==> config.mk <==
export PLATFORM = sky130hd
export DESIGN_NAME = led_bar_animator_flat
export DESIGN_NICKNAME = d
export VERILOG_FILES = /design/src/rtl/led_anim_pkg.sv /design/src/rtl/led_bar_animator_if.sv /design/src/rtl/led_tick_gen.sv /design/src/rtl/led_bar_animator.sv /design/src/flat_wrapper.sv
export SDC_FILE = /design/constraint.sdc
export NUM_CORES = 1
export LEC_CHECK = 0
export BUFFER_PORTS_ARGS = -buffer_cell sky130_fd_sc_hd__buf_4
export CAP_MARGIN = 10
export CORE_AREA = 3 3 76 78
export CTS_CLUSTER_SIZE = 8
export DETAILED_ROUTE_END_ITERATION = 10
export DIE_AREA = 0 0 79 81
export GPL_TIMING_DRIVEN = 0
export HOLD_SLACK_MARGIN = 0.05
export PLACE_DENSITY = 0.76
export RECOVER_POWER = 50
export SLEW_MARGIN = 5
export SYNTH_ARGS = -nofsm -noshare
export SYNTH_HDL_FRONTEND = slang
export SYNTH_SLANG_ARGS = --single-unit
==> constraint.sdc <==
create_clock -name clk -period 3.12 [get_ports clk]
set_input_delay 0.156 -clock clk [delete_from_list [all_inputs] [get_ports clk]]
set_output_delay 0.156 -clock clk [all_outputs]
set_load 0.02 [all_outputs]
==> src/rtl/led_anim_pkg.sv <==
// Shared types for the LED-bar animator: animation mode codes and FSM state encoding.
package led_anim_pkg;

    typedef enum logic [1:0] {
        MODE_FILL_BOUNCE = 2'd0,
        MODE_SCAN        = 2'd1,
        MODE_BLINK       = 2'd2,
        MODE_FILL_ONCE   = 2'd3
    } mode_e;

    typedef enum logic [1:0] {
        IDLE = 2'd0,
        RUN  = 2'd1,
        HOLD = 2'd2
    } state_e;

endpackage

==> src/rtl/led_bar_animator_if.sv <==
// Control/status bundle of the LED-bar animator.
//   en, start, stop, mode, period : controller -> animator
//   O, busy, done                 : animator -> controller
// master = controller side, slave = animator side.
interface led_bar_animator_if #(
    parameter int unsigned WIDTH = 8,
    parameter int unsigned DIV_W = 10
) ();
    logic             en;
    logic             start;
    logic             stop;
    logic [1:0]       mode;
    logic [DIV_W-1:0] period;
    logic [WIDTH-1:0] O;
    logic             busy;
    logic             done;

    modport master (
        output en, start, stop, mode, period,
        input  O, busy, done
    );

    modport slave (
        input  en, start, stop, mode, period,
        output O, busy, done
    );
endinterface

==> src/rtl/led_tick_gen.sv <==
// Programmable step prescaler. Counts enabled cycles and pulses tick when the
// count equals period, then wraps to 0, so a tick occurs every period+1 enabled cycles.
//   clk, rst : clock, synchronous active-high reset
//   clr      : return the count to 0 (restart/stop)
//   cnt_en   : count this cycle; when low the count is frozen
//   period   : terminal count (step period minus 1)
//   tick     : step strobe
module led_tick_gen #(
    parameter int unsigned DIV_W = 10
) (
    input  logic             clk,
    input  logic             rst,
    input  logic             clr,
    input  logic             cnt_en,
    input  logic [DIV_W-1:0] period,
    output logic             tick
);
    logic [DIV_W-1:0] cnt_q, cnt_d;

    assign tick = cnt_en && (cnt_q == period);

    always_comb begin
        cnt_d = cnt_q;
        if (clr) begin
            cnt_d = '0;
        end else if (cnt_en) begin
            cnt_d = tick ? '0 : cnt_q + DIV_W'(1);
        end
    end

    always_ff @(posedge clk) begin
        if (rst) begin
            cnt_q <= '0;
        end else begin
            cnt_q <= cnt_d;
        end
    end
endmodule

==> src/rtl/led_bar_animator.sv <==
// LED-bar pattern generator with four animations paced by an internal prescaler.
//   clk, rst : clock, synchronous active-high reset
//   bus      : slave side of led_bar_animator_if (en/start/stop/mode/period in,
//              O/busy/done out). O is registered and decoded from level/pos.
module led_bar_animator
    import led_anim_pkg::*;
#(
    parameter int unsigned WIDTH = 8,
    parameter int unsigned DIV_W = 10
) (
    input logic               clk,
    input logic               rst,
    led_bar_animator_if.slave bus
);
    localparam int unsigned LVL_W = $clog2(WIDTH + 1);
    localparam int unsigned POS_W = $clog2(WIDTH);

    state_e           state_q, state_d;
    mode_e            mode_q, mode_d;
    logic [DIV_W-1:0] period_q, period_d;
    logic [LVL_W-1:0] level_q, level_d;
    logic [POS_W-1:0] pos_q, pos_d;
    logic             dir_up_q, dir_up_d;
    logic             phase_q, phase_d;
    logic [WIDTH-1:0] o_q, o_d;
    logic             done_q, done_d;
    logic             tick, clr;

    led_tick_gen #(
        .DIV_W (DIV_W)
    ) u_tick_gen (
        .clk    (clk),
        .rst    (rst),
        .clr    (clr),
        .cnt_en (state_q == RUN && bus.en),
        .period (period_q),
        .tick   (tick)
    );

    // Top `lvl` LEDs lit.
    function automatic logic [WIDTH-1:0] therm(input logic [LVL_W-1:0] lvl);
        logic [WIDTH-1:0] m;
        for (int unsigned i = 0; i < WIDTH; i++) begin
            m[i] = (32'(lvl) + i) >= WIDTH;
        end
        return m;
    endfunction

    function automatic logic [WIDTH-1:0] onehot(input logic [POS_W-1:0] p);
        logic [WIDTH-1:0] m;
        for (int unsigned i = 0; i < WIDTH; i++) begin
            m[i] = (32'(p) == i);
        end
        return m;
    endfunction

    always_comb begin
        state_d  = state_q;
        mode_d   = mode_q;
        period_d = period_q;
        level_d  = level_q;
        pos_d    = pos_q;
        dir_up_d = dir_up_q;
        phase_d  = phase_q;
        done_d   = 1'b0;
        clr      = 1'b0;

        if (bus.stop) begin
            state_d = IDLE;
            clr     = 1'b1;
        end else if (bus.start) begin
            state_d  = RUN;
            mode_d   = mode_e'(bus.mode);
            period_d = bus.period;
            clr      = 1'b1;
            level_d  = LVL_W'(1);
            pos_d    = POS_W'(WIDTH - 1);
            // SCAN begins at the top LED heading down; fills begin heading up.
            dir_up_d = (mode_e'(bus.mode) != MODE_SCAN);
            phase_d  = 1'b1;
        end else if (state_q == RUN && tick) begin
            unique case (mode_q)
                MODE_FILL_BOUNCE: begin
                    // Endpoints flip direction without moving, so they show for two ticks.
                    if (dir_up_q) begin
                        if (level_q == LVL_W'(WIDTH)) dir_up_d = 1'b0;
                        else                          level_d  = level_q + LVL_W'(1);
                    end else begin
                        if (level_q == LVL_W'(1)) dir_up_d = 1'b1;
                        else                      level_d  = level_q - LVL_W'(1);
                    end
                end
                MODE_SCAN: begin
                    // Endpoints bounce immediately, so they show once per sweep.
                    if (dir_up_q) begin
                        if (pos_q == POS_W'(WIDTH - 1)) begin
                            dir_up_d = 1'b0;
                            pos_d    = pos_q - POS_W'(1);
                        end else begin
                            pos_d = pos_q + POS_W'(1);
                        end
                    end else begin
                        if (pos_q == '0) begin
                            dir_up_d = 1'b1;
                            pos_d    = POS_W'(1);
                        end else begin
                            pos_d = pos_q - POS_W'(1);
                        end
                    end
                end
                MODE_BLINK: phase_d = ~phase_q;
                MODE_FILL_ONCE: begin
                    level_d = level_q + LVL_W'(1);
                    if (level_q == LVL_W'(WIDTH - 1)) begin
                        state_d = HOLD;
                        done_d  = 1'b1;
                    end
                end
            endcase
        end

        case (state_d)
            RUN: begin
                unique case (mode_d)
                    MODE_SCAN:  o_d = onehot(pos_d);
                    MODE_BLINK: o_d = phase_d ? '1 : '0;
                    default:    o_d = therm(level_d);
                endcase
            end
            HOLD:    o_d = '1;
            default: o_d = '0;
        endcase
    end

    always_ff @(posedge clk) begin
        if (rst) begin
            state_q  <= IDLE;
            mode_q   <= MODE_FILL_BOUNCE;
            period_q <= '0;
            level_q  <= '0;
            pos_q    <= '0;
            dir_up_q <= 1'b1;
            phase_q  <= 1'b0;
            o_q      <= '0;
            done_q   <= 1'b0;
        end else begin
            state_q  <= state_d;
            mode_q   <= mode_d;
            period_q <= period_d;
            level_q  <= level_d;
            pos_q    <= pos_d;
            dir_up_q <= dir_up_d;
            phase_q  <= phase_d;
            o_q      <= o_d;
            done_q   <= done_d;
        end
    end

    assign bus.O    = o_q;
    assign bus.busy = (state_q == RUN);
    assign bus.done = done_q;
endmodule

==> src/flat_wrapper.sv <==
// flat-port wrapper written by rule: the top's interface ports become plain ports
module led_bar_animator_flat import led_anim_pkg::*;
#(
    parameter int unsigned WIDTH = 8,
    parameter int unsigned DIV_W = 10
)
  (clk, rst, bus_en, bus_start, bus_stop, bus_mode, bus_period, bus_O, bus_busy, bus_done);
  led_bar_animator_if #(.WIDTH(WIDTH), .DIV_W(DIV_W)) bus_i ();
  input logic clk;
  input logic rst;
  input wire logic [$bits(bus_i.en)-1:0] bus_en;
  input wire logic [$bits(bus_i.start)-1:0] bus_start;
  input wire logic [$bits(bus_i.stop)-1:0] bus_stop;
  input wire logic [$bits(bus_i.mode)-1:0] bus_mode;
  input wire logic [$bits(bus_i.period)-1:0] bus_period;
  output wire logic [$bits(bus_i.O)-1:0] bus_O;
  output wire logic [$bits(bus_i.busy)-1:0] bus_busy;
  output wire logic [$bits(bus_i.done)-1:0] bus_done;
  assign bus_i.en = bus_en;
  assign bus_i.start = bus_start;
  assign bus_i.stop = bus_stop;
  assign bus_i.mode = bus_mode;
  assign bus_i.period = bus_period;
  assign bus_O = bus_i.O;
  assign bus_busy = bus_i.busy;
  assign bus_done = bus_i.done;
  led_bar_animator #(.WIDTH(WIDTH), .DIV_W(DIV_W)) u_core (.clk(clk), .rst(rst), .bus(bus_i));
endmodule
Word-level counts from Yosys, hierarchy flattened
Index checks and enable logic that the tools add are counted.
W data, S select, Z words.
- input port bits: 17
- flip-flop bits (word level): 42
- magnitude comparators: 8
- bitwise operators: 4
- eq/ne operators: 21
- $add $sub $neg: 12
- reduce and logical (&&, ||, !) cells: 12
- mux-type cells: 41
- operators by type and width (operator ; number):
    $ge A32 B4 Y1 const B ; 7
    $pmux W8 S2 ; 2
    $mux W4 ; 6
    $mux W3 ; 7
    $add A4 B3 Y5 const B ; 4
    $eq A3 B3 Y1 const B ; 5
    $mux W1 ; 15
    $mux W2 ; 7
    $add A10 B1 Y10 const B ; 1
    $add A4 B2 Y5 const B ; 2
    $eq A10 B10 Y1 ; 1
    $mux W10 ; 1
    $eq A2 B1 Y1 const B ; 4
    $eq A2 B2 Y1 const B ; 4
    $mux W8 ; 1
    $pmux W4 S2 ; 1
    $eq A3 B2 Y1 const B ; 2
    $logic_not A3 Y1 ; 2
    $add A4 B1 Y5 const B ; 1
    $reduce_or A5 Y1 ; 1
    $add A4 B1 Y4 const B ; 1
    $eq A4 B1 Y1 const B ; 1
    $eq A4 B3 Y1 const B ; 1
    $eq A4 B4 Y1 const B ; 1
    other kinds (15) ; 20

Longest topological paths before layout
- depth after elaboration: 11
- depth in mapped cells: 14
- depth with buffers taken out: 13

Cells and area by module
Synthesis repeated with hierarchy kept, for this count alone.
- cells, all modules: 307
- area total of the unflattened synthesis: 2547.4 um^2
- by module, submodules not included (module ; instances ; seq. area each (um^2) ; area each (um^2) ; cells each):
    led_bar_animator ; 1 ; 640.6 ; 1961.9 ; 242
    led_tick_gen ; 1 ; 200.2 ; 585.6 ; 65

Worst setup path after synthesis
OpenSTA, ideal clock, no wires.
- path type: flip-flop to flip-flop
- start: register u_core.state_q[1]
- end: register u_core.o_q[2] (netlist: u_core.bus.O[2])
- stages on the path, launching flop included: 14
- setup time: 62 ps
- setup slack: 23 ps
- data arrival time: 3035 ps
- path through: dfxtp_1 nand3b_1 nor3_2 nand3_1 clkbuf_1 or4b_1 nor2b_1 nand2b_1 inv_2 ha_1 nor2_1 nand2_1 a311o_1 nand2_1
- elaborated cells on any way between the ends: 26
- classes of those cells: add/sub: 1; order compare: 1; eq/ne: 4; mux: 17; reduce/logical: 3
- RTL lines (item ; line ; text):
    start: declaration ; led_bar_animator.sv:18 ; state_e state_q, state_d;
    start signal: assignment ; led_bar_animator.sv:147 ; state_q <= state_d;
    $eq A2 B1 Y1 ; led_bar_animator.sv:35, led_bar_animator.sv:81 ;
    $logic_and A1 B1 Y1 ; led_bar_animator.sv:35 ; .cnt_en (state_q == RUN && bus.en),
    $logic_and A1 B1 Y1 ; led_tick_gen.sv:20 ; assign tick = cnt_en && (cnt_q == period);
    $logic_and A1 B1 Y1 ; led_bar_animator.sv:81 ; end else if (state_q == RUN && tick) begin
    $mux W2 * ; led_bar_animator.sv:81 ;
    $mux W2 * ; led_bar_animator.sv:71 ; end else if (bus.start) begin
    $mux W2 * ; led_bar_animator.sv:68 ; if (bus.stop) begin
    net u_core.state_d[1] ; led_bar_animator.sv:18 ;
    $eq A2 B2 Y1 / $eq A2 B1 Y1 (equally long branches) ; led_bar_animator.sv:122 ; case (state_d)
    $pmux W8 S2 * ; led_bar_animator.sv:122 ;
    end signal: assignment ; led_bar_animator.sv:144 ; o_q <= '0;
    end signal: assignment ; led_bar_animator.sv:154 ; o_q <= o_d;
    end: declaration ; led_bar_animator.sv:25 ; logic [WIDTH-1:0] o_q, o_d;
The timed path passes the listed nets; every way through them passes the cells marked *.
A chain may end at the register's enable or synchronous reset.

Final worst setup path
- start: register u_core.u_tick_gen.cnt_q[0]
- end: register u_core.o_q[2] (netlist: u_core.bus.O[2])
- elaborated cells on any way between the ends: 23
- classes of those cells: add/sub: 1; order compare: 1; eq/ne: 4; mux: 15; reduce/logical: 2
- RTL lines (item ; line ; text):
    start: declaration ; led_tick_gen.sv:18 ; logic [DIV_W-1:0] cnt_q, cnt_d;
    start signal: assignment ; led_tick_gen.sv:35 ; cnt_q <= cnt_d;
    $eq A10 B10 Y1 * ; led_tick_gen.sv:20 ;
    $logic_and A1 B1 Y1 * ; led_tick_gen.sv:20 ;
    $logic_and A1 B1 Y1 * ; led_bar_animator.sv:81 ;
    $mux W2 * ; led_bar_animator.sv:81 ;
    $mux W2 * ; led_bar_animator.sv:71 ;
    $mux W2 * ; led_bar_animator.sv:68 ;
    net u_core.state_d[1] ; led_bar_animator.sv:18 ;
    $eq A2 B2 Y1 / $eq A2 B1 Y1 (equally long branches) ; led_bar_animator.sv:122 ;
    $pmux W8 S2 * ; led_bar_animator.sv:122 ;
Marked as above.

==> out/summary.txt <==
Max VDD drop: 370 uV
Flop pwr share: 43.2%
GRT Total Usage: 21.5%
worst slew pin tran: 0.777 ns
Final Hold Fails: 0
area share of the largest cell type after synthesis: 30.2%
Tmin final: 3.08 ns
Post-synth top flop: dfxtp_1
crit start category: flip-flop
switching part of the total: 26.4%
vias in the first global route: 2,376
register area share after synthesis: 30.2%
unrepaired setup endpoints after global routing: yes
global-route wire length before repair: 11,100 um
Post-synth EDFFs: 0
core box area: 0.00514 mm2
ANT nets after route: 0
n_diodes: 0
clock power share: 39.8%
# setup viols final: 0
Die Ht: 81 um
Yosys Warn Count: 0
drc violations: 0
clk_lat worst skew: 0.29 ns
GPL Wtd Cong: 0.893
critical path depth in cells: 13
Combinational Power Share: 17.1%
vias after detailed routing: 2,603
Reg2Reg Depth: 13
most frequent cells in the layout: nand2_1 (39), dfxtp_1 (36), nor2_1 (32)
Leak Pwr: 0.00150 uW
Final Util: 65.9%
Synth area leaders: dfxtp_1 (30%), ha_1 (11%), nand2_1 (5.5%), xor2_1 (5.4%), a21oi_1 (4.5%)
DR pass1 iterations: 5
final net count: 436
crit-path cells: xor2_1 > nor4_2 > nand3_1 > clkbuf_8 > or4b_4 > nor2b_4 > nand2b_4 > inv_2 > ha_4 > nor2_4 > nand2_4 > a311o_1 > nand2_1
overall power: 1310 uW
Post-Syn Instances: 354
layout cell share with drive strength beyond 1: 18.2%
PD cells: 386 mW/mm2
maxcap violations: 0
cell-internal power: 961 uW
fmax: 0.325 GHz
WS Path Type: flip-flop to flip-flop
Worst Path Buf+Inv: 2
Die X: 79 um
Req. time, crit path: 3.36 ns
DR iter-0 viols: 165
DP Worst Slack: -0.660 ns
Initial Util: 54.1%
Syn Nets: 396
largest net degree at the start of global routing: 15
cell taking the most area after synthesis: dfxtp_1
initial antenna violation count: 0
Hold Crit Class: input port to flip-flop
Final WS setup: 0.0418 ns
CTS tree: built
Via-to-Cell Ratio: 5.60
CTS buffer count: 5
clk buf depth: 2
#FFs+latches synth: 42
post-synthesis average cell area: 7.85 um2
crit path DAT: 3.32 ns
wire per inst: 15.1 um
switching power: 345 uW
Filler Cells Inserted: 465
Setup crit end kind: flip-flop
Routed WL: 7010 um
Final period util: 98.7%
Root Driver: clkbuf_8
Layout Skew: 0.00285 ns
slowest cell on the critical path: or4b_4
CP top delay family: simple AND/OR/NAND/NOR gates
max-slew violation count: 0
clk sink count: 42
DPL Wire Length: 4900 um
H-tree depth: 2
num rows: 26
commonest non-fill, non-tap cell in the layout: nand2_1
post-synth cell types: 58
CP max stage delay: 0.51 ns
I/O Pins: 27
async set-reset flop share out of synthesis: 0%
Syn Std Cell Area: 0.00278 mm2
status: finished clean
Reg clk slew, reported paths: 0.08 ns
Port Buffers: 26
die footprint: 0.00640 mm2
hold path cells: 3
gr ovfl total: 0
Area growth syn-to-layout: 21.8%
Worst Path Max Fanout: 6
Slew HR: 48.1%
## final timing paths
| kind | from | endpoint | slack (ns) |
|---|---|---|---|
| max | u_core.u_tick_gen.cnt_q[0] | u_core.bus.O[2] | 0.04 |
| max reg2reg | u_core.u_tick_gen.cnt_q[0] | u_core.bus.O[2] | 0.04 |
| min reg2reg | u_core.period_q[4] | u_core.period_q[4] | 0.47 |
| min | bus_period[7] | u_core.period_q[7] | 0.1 |
## per-layer routing
metal / track usage [%] / vias to the layer above / routed length, um
met2: 34.9 / 78 / 3450
met1: 28.9 / 1209 / 3120
li1: - / 1306 / -
met5: 0 / - / 0
met3: 3.55 / 10 / 342
met4: 7.39 / 0 / 103
## flip-flops by register name (all words and copies together) (netlist names)
name                     cells
u_core.mode_q                2
u_core.dir_up_q              1
u_core.bus.done              1
u_core.level_q               4
u_core.phase_q               1
u_core.bus.O                 8
u_core.period_q             10
u_core.state_q               2
u_core.u_tick_gen.cnt_q     10
u_core.pos_q                 3
## worst min-delay path, delay by kind of cell
family / cells / cell delay (ns)
simple gates: 1 / 0.04
buf+inv: 1 / 0.11
compound gates: 1 / 0.05
## area by class of cell
type	instances	area, um2	share of cell area [%]
Clock buffer	5	68.8	2.03
Buffer	15	77.6	2.29
Tap cell	70	87.6	2.59
Clock inverter	3	68.8	2.03
Timing Repair Buffer	34	230	6.80
Multi-Input combinational cell	270	1910	56.3
Inverter	26	97.6	2.88
Sequential cell	42	848	25.1
## cell families after synthesis
kind of cell,Yosys count,synth area share (%)
AND/OR/NAND/NOR,139,25.6
AO/OA/AOI/OAI,82,19.3
buffers and inverters,42,5.99
flip-flops,42,30.2
adder cells (fa/ha/maj),25,11.3
XOR/XNOR,21,6.62
multiplexers,3,1.08
## power by group through the flow
stage | Clock [uW] | Sequential, uW | Combinational [uW]
6_report | 520 | 564 | 223
5_1_grt | 543 | 566 | 245
4_1_cts | 525 | 563 | 209
3_5_place_dp | 0 | 576 | 198
3_3_place_gp | 0 | 575 | 196
2_1_floorplan | 0 | 573 | 141
## metrics by stage
stage / hold WS [ns] / instance area, um2 / setup TNS, ns / instances
final: 0.0978 / 3390 / 0 / 465
after global routing: 0.0967 / 3390 / -0.401 / 465
after CTS: 0.0973 / 3290 / 0 / 461
after detailed placement: 0.413 / 3060 / -4.14 / 450
after global placement: 0.405 / 3060 / -4.02 / 450
after floorplan: 0.275 / 2780 / 0 / 354
## Yosys cell counts (2+ instances only)
library cell and instances:
inv_1 23, o2111ai_1 3, o32ai_1 2, a31oi_1 9, clkbuf_1 13, o31ai_1 2
a21o_1 5, and3_1 7, xnor2_1 4, o32a_1 2, o211ai_1 2, a311oi_1 3
and2_1 4, o21ai_0 11, inv_2 3, mux2i_1 3, or2_1 2, nor2_1 33
nor3_1 7, nor4_1 3, nand3_1 8, and4_1 4, nand2_1 41, nor2b_1 9
or4b_1 2, or3_1 2, xor2_1 17, dfxtp_1 42, a211oi_1 2, nand2b_1 5
nand3b_1 3, ha_1 25, o21ai_1 4, a21oi_1 25
## timing repair
item	in CTS	in global routing
pin swaps	5	10
resized for setup	13	27
endpoints found under the setup margin	8	8
hold buffers	0	0
setup buffers	4	4
Note: power is estimated with default switching activity, not from simulation.
